--- src/rtl/apb_pkg.sv ---
// apb_pkg: shared APB types and default widths for the master bridge, slave and benches.
package apb_pkg;

  localparam int APB_ADDR_W = 8;
  localparam int APB_DATA_W = 32;

  typedef enum logic [1:0] {
    IDLE   = 2'd0,
    SETUP  = 2'd1,
    ACCESS = 2'd2
  } apb_state_e;

  typedef struct packed {
    logic [APB_DATA_W-1:0] rdata;
    logic                  err;
  } apb_rsp_t;

endpackage

--- src/rtl/apb_timeout_ctr.sv ---
// apb_timeout_ctr: ACCESS wait-state counter; o_hit flags the last permitted wait cycle.
// Only instantiated when APB_MASTER_TIMEOUT_EN is defined.
module apb_timeout_ctr #(
  parameter int LIMIT = 16
) (
  input  logic i_clk,
  input  logic i_rst,
  input  logic i_clear,
  input  logic i_inc,
  output logic o_hit
);

  localparam int CNT_W = (LIMIT > 1) ? $clog2(LIMIT) : 1;
  localparam logic [CNT_W-1:0] LAST = CNT_W'(LIMIT - 1);

  logic [CNT_W-1:0] r_cnt;

  // Holding at LAST keeps the count from wrapping if the abort is ever delayed.
  always_ff @(posedge i_clk) begin
    if (i_rst || i_clear) begin
      r_cnt <= '0;
    end else if (i_inc && !o_hit) begin
      r_cnt <= r_cnt + CNT_W'(1);
    end
  end

  assign o_hit = (r_cnt == LAST);

endmodule

--- src/rtl/apb_master_bridge.sv ---
// apb_master_bridge: valid/ready command port to APB3 master (IDLE->SETUP->ACCESS), one response per command.
// Define APB_MASTER_TIMEOUT_EN to abort ACCESS after TIMEOUT_CYC cycles without pready.
module apb_master_bridge
  import apb_pkg::*;
#(
  parameter int ADDR_W      = APB_ADDR_W,
  parameter int DATA_W      = APB_DATA_W,
  parameter int TIMEOUT_CYC = 16
) (
  input  logic              pclk,
  input  logic              preset,
  input  logic              cmd_valid,
  output logic              cmd_ready,
  input  logic              cmd_write,
  input  logic [ADDR_W-1:0] cmd_addr,
  input  logic [DATA_W-1:0] cmd_wdata,
  output logic              rsp_valid,
  output logic [DATA_W-1:0] rsp_rdata,
  output logic              rsp_err,
  output logic [15:0]       xfer_cnt,
  output logic              psel,
  output logic              penable,
  output logic              pwrite,
  output logic [ADDR_W-1:0] paddr,
  output logic [DATA_W-1:0] pwdata,
  input  logic [DATA_W-1:0] prdata,
  input  logic              pready
);

  apb_state_e        r_state;
  logic              r_psel;
  logic              r_penable;
  logic              r_pwrite;
  logic [ADDR_W-1:0] r_paddr;
  logic [DATA_W-1:0] r_pwdata;
  logic              r_rsp_valid;
  logic [DATA_W-1:0] r_rsp_rdata;
  logic              r_rsp_err;
  logic [15:0]       r_xfer_cnt;

  logic w_accept;
  logic w_timeout;

  assign cmd_ready = (r_state == IDLE) && !preset;
  assign w_accept  = cmd_valid && cmd_ready;

`ifdef APB_MASTER_TIMEOUT_EN
  logic w_ctr_clear;
  logic w_ctr_inc;
  logic w_ctr_hit;

  assign w_ctr_clear = (r_state == SETUP);
  assign w_ctr_inc   = (r_state == ACCESS) && !pready;

  apb_timeout_ctr #(
    .LIMIT (TIMEOUT_CYC)
  ) u_timeout_ctr (
    .i_clk   (pclk),
    .i_rst   (preset),
    .i_clear (w_ctr_clear),
    .i_inc   (w_ctr_inc),
    .o_hit   (w_ctr_hit)
  );

  // pready on the limit cycle takes priority, so only abort when it is still low.
  assign w_timeout = w_ctr_hit && !pready;
`else
  logic w_unused_timeout_cfg;
  assign w_unused_timeout_cfg = (TIMEOUT_CYC > 0);
  assign w_timeout = 1'b0;
`endif

  always_ff @(posedge pclk) begin
    if (preset) begin
      r_state     <= IDLE;
      r_psel      <= 1'b0;
      r_penable   <= 1'b0;
      r_pwrite    <= 1'b0;
      r_paddr     <= '0;
      r_pwdata    <= '0;
      r_rsp_valid <= 1'b0;
      r_rsp_rdata <= '0;
      r_rsp_err   <= 1'b0;
      r_xfer_cnt  <= '0;
    end else begin
      r_rsp_valid <= 1'b0;
      case (r_state)
        IDLE: begin
          if (w_accept) begin
            r_paddr  <= cmd_addr;
            r_pwrite <= cmd_write;
            r_pwdata <= cmd_write ? cmd_wdata : '0;
            r_psel   <= 1'b1;
            r_state  <= SETUP;
          end
        end
        SETUP: begin
          r_penable <= 1'b1;
          r_state   <= ACCESS;
        end
        ACCESS: begin
          if (pready) begin
            r_psel      <= 1'b0;
            r_penable   <= 1'b0;
            r_rsp_valid <= 1'b1;
            r_rsp_rdata <= r_pwrite ? '0 : prdata;
            r_rsp_err   <= 1'b0;
            r_xfer_cnt  <= r_xfer_cnt + 16'd1;
            r_state     <= IDLE;
          end else if (w_timeout) begin
            r_psel      <= 1'b0;
            r_penable   <= 1'b0;
            r_rsp_valid <= 1'b1;
            r_rsp_rdata <= '0;
            r_rsp_err   <= 1'b1;
            r_state     <= IDLE;
          end
        end
        default: begin
          r_psel    <= 1'b0;
          r_penable <= 1'b0;
          r_state   <= IDLE;
        end
      endcase
    end
  end

  assign psel      = r_psel;
  assign penable   = r_penable;
  assign pwrite    = r_pwrite;
  assign paddr     = r_paddr;
  assign pwdata    = r_pwdata;
  assign rsp_valid = r_rsp_valid;
  assign rsp_rdata = r_rsp_rdata;
  assign rsp_err   = r_rsp_err;
  assign xfer_cnt  = r_xfer_cnt;

endmodule
--- config.mk ---
export PLATFORM = sky130hd
export DESIGN_NAME = apb_master_bridge
export DESIGN_NICKNAME = d
export VERILOG_FILES = /design/src/rtl/apb_pkg.sv /design/src/rtl/apb_timeout_ctr.sv /design/src/rtl/apb_master_bridge.sv
export SDC_FILE = /design/constraint.sdc
export NUM_CORES = 1
export LEC_CHECK = 0
export CAP_MARGIN = 20
export CORE_UTILIZATION = 36
export CTS_CLUSTER_DIAMETER = 200
export DETAILED_ROUTE_END_ITERATION = 8
export PLACE_DENSITY = 0.74
export SLEW_MARGIN = 20
export SYNTH_ARGS = -nofsm -noshare
export SYNTH_HDL_FRONTEND = slang
export SYNTH_HIERARCHICAL = 1
export SYNTH_SLANG_ARGS = --single-unit
--- constraint.sdc ---
create_clock -name pclk -period 1.33 [get_ports pclk]
set_input_delay 0.3325 -clock pclk [delete_from_list [all_inputs] [get_ports pclk]]
set_output_delay 0.3325 -clock pclk [all_outputs]
set_load 0.02 [all_outputs]
==> results.md <==
* Status: finished with violations
* Failing checks: DRC, setup timing
* Detailed-route via count at 3411
* Site row count at 34
* Largest area contributor in the netlist: dfxtp_1
* Die span in y at a little under 100 um
* Share of async-settable or async-resettable flops after synthesis at 0%
* Synth top area cells: dfxtp_1 56%, a22o_1 8.4%, a21oi_1 7.3%
* Data required time at the worst endpoint at 1.62 ns
* Hold Path Class: reg -> reg
* Area of the multi-input gates at 1560 um^2
* DP HPWL at about 7000 um
* DRT iter0 DRCs at 115
* Final instance area at approximately 5600 um^2
* Antenna violations before repair at 0
* Ys Warns at 6
* First-pass GRT wire length at roughly 17000 um
* Worst setup SP type: flip-flop
* Crit path time final at around 1.5 ns
* Highest Clock Rate at 679 MHz
* Layout net count at around 650
* Total gr overflow at 0
* Drt total wl at about 11000 um
* Top FF cell, synth: dfxtp_1
* Fin crit share at 111%
* Sw frac at roughly a quarter
* Worst setup EP type: flip-flop
* Ant diodes at 0
* Core Util, Final at between 60% and 70%
* # fillers at 781
* DR vias/cell at approximately 5
* Post-synth EDFFs at 0
* Highest routing layer actually used: met4
* CP arrival at between 1.5 and 2 ns
* Max Slew Vio Count at 0
* GRT Resource Usage Total at 21.8%
* Post-route setup TNS at -3.70 ns
* Core ar. at 8850 um^2
* DR pass1 iterations at 6
* Cell internal pwr at 4.22 mW
* Final Hold Fails at 0
* CTS Buffer Depth at 2
* Crit Path Class: reg -> reg
* Storage cell area at 1910 um^2
* Flop pwr share at about half
* Final ANT Viol Nets at 0
* Port Buffers at about 170
* Syn nets at 436
* Cell Area, Placed at around 5600 um^2
* Synth Instances at 358
* CTS sink cnt at 94
* DR WL/cell at between 15 and 20 um
* Die area at 9660 um^2
* Lkg Pwr at about 2.4 nW
* Fraction of layout instances using a drive strength above 1 at 38.8%
* Synth Area per Inst at between 9 and 10 um^2
* Comb pwr share at 13.7%
* Clk pin slew, worst setup/hold paths at roughly 0.090 ns
* Post-synth cell types at 34
* CTS tree: done
* NetSw at 1.46 mW
* CTS buffer count at 9
* Metal3 WL at around 530 um
* Initial Util at 37.7%
* Clk pwr share at 34.9%
* Setup ws final at -0.142 ns
* Seq/Total Area, Yosys at 56.4%
* Die W at between 90 and 100 um
* Htree depth at 3
* Mapped cell area at around 3300 um^2
* Commonest cells post-synth: 94 x dfxtp_1, 57 x nand2_1, 49 x a21oi_1
* I/O Pins at ~170
* Max FO, Critical Path at 4
* Final RePlAce weighted congestion at between 0.8 and 0.9
* Yosys reg bits at 94
* DR WL met2 at 5580 um
* Most frequent cell after synthesis: dfxtp_1
* Unrepaired setup endpoints after global routing: true
* Yosys top cell area share at around 56%
* Root Buffer: clkbuf_8
* Largest net degree at the start of global routing at 42
* Number of global-route vias before repair at between 3000 and 4000
* Pwr per Cell Area at about 1000 nW/um^2
* Area Overhead vs Synth at 69.0%
* Final setup violating endpoints at 39
* Post-CTS Hold Fix Bufs at 0
* Fin Clk Skew at 0.00761 ns
* Clk Latency, worst-skew pair at 0.36 ns
* Residual DRC at 7
* Wl on met1 at 4230 um
* Worst vdd ir at roughly 0.00046 V
* Max Cap Viol at 0
-- cell usage in the layout (no fill, tap or decap), drive strengths merged, types with 2 or more instances in the layout --
master         netlist  layout
nor2                14      15
nand2               57      57
dfxtp               94      94
clkdlybuf4s50        0      74
o21ai                5       5
inv                  2       4
nor3                 3       3
nor4                 2       2
a21oi               49      49
xor2                 5       5
clkbuf              14      10
nand3               37      37
xnor2                4       4
clkinv               0       2
and4                 2       2
nor2b                2       2
buf                 14     145
a22o                32      32
nand4                5       5
or3                  5       5
clkdlybuf4s15        0       5
-- registers in the layout, indices dropped and copies added, names as in the netlist --
signal     flops
pwrite         1
pwdata        32
rsp_rdata     32
paddr          8
penable        1
rsp_valid      1
psel           1
r_state        2
xfer_cnt      16
-- power groups by stage --
stage                     logic [mW]  clock network, mW  registers (mW)
final                          0.776               1.98            2.92
after global routing           0.831               2.13            2.93
after CTS                      0.800               2.01            2.92
after detailed placement       0.790                  0            2.99
after global placement         0.776                  0            2.99
after floorplan                0.242                  0            3.07
-- metrics by stage --
stage,power (mW),cells,setup WS (ns),hold slack [ns]
after CTS,5.73,673,-0.189,0.459
final,5.68,680,-0.142,0.456
after detailed placement,3.78,647,-0.686,0.446
after global routing,5.90,680,-0.199,0.478
after floorplan,3.31,358,-0.123,0.458
after global placement,3.76,647,-0.921,0.440
-- worst max-delay path, cell delays in order, from the launching register on --
cell     delay [ns]
dfxtp_4        0.37
and3b_2        0.25
buf_6          0.11
nand4_4        0.08
buf_4          0.16
or3_1          0.30
a21oi_1        0.14
-- cell type report --
cell class / instances / share of cell area [%]
Timing Repair Buffer: 225 / 32.4
Multi-Input combinational cell: 235 / 27.6
Inverter: 2 / 0.222
Tap cell: 108 / 2.40
Clock inverter: 6 / 1.18
Clock buffer: 10 / 2.44
Sequential cell: 94 / 33.8
-- kinds of logic after synthesis --
group / count (synthesis) / synth area share (%)
AOI/OAI and AO/OA: 88 / 16.9
xor gates and xnor gates: 9 / 2.36
adders and majority gates: 1 / 0.375
buffers and inverters: 30 / 4.27
DFF: 94 / 56.4
muxes: 1 / 0.300
other: 1 / 0.112
and+or+nand+nor: 134 / 19.2
-- layer usage --
layer,track usage [%],vias up
met5,0,-
met4,10.4,0
met3,4.94,22
met2,38.1,100
met1,25.3,1616
li1,-,1673
-- repair_timing --
item                       4_1_cts  5_1_grt
gates resized for setup        314       90
pin swaps                       16       25
setup endpoints to repair      136      137
cloned                           1        1
buffers inserted                 9        7
-- path summary, 6_finish.rpt --
kind	startpoint	to	slack (ns)	cells after the start
setup / recovery	r_state[0]	xfer_cnt[9]	-0.14	6
hold / removal	pwdata[26]	pwdata[26]	0.46	2
setup reg to reg	r_state[0]	xfer_cnt[9]	-0.14	6
hold reg to reg	pwdata[26]	pwdata[26]	0.46	2
Power figures use the tool's default switching activity.
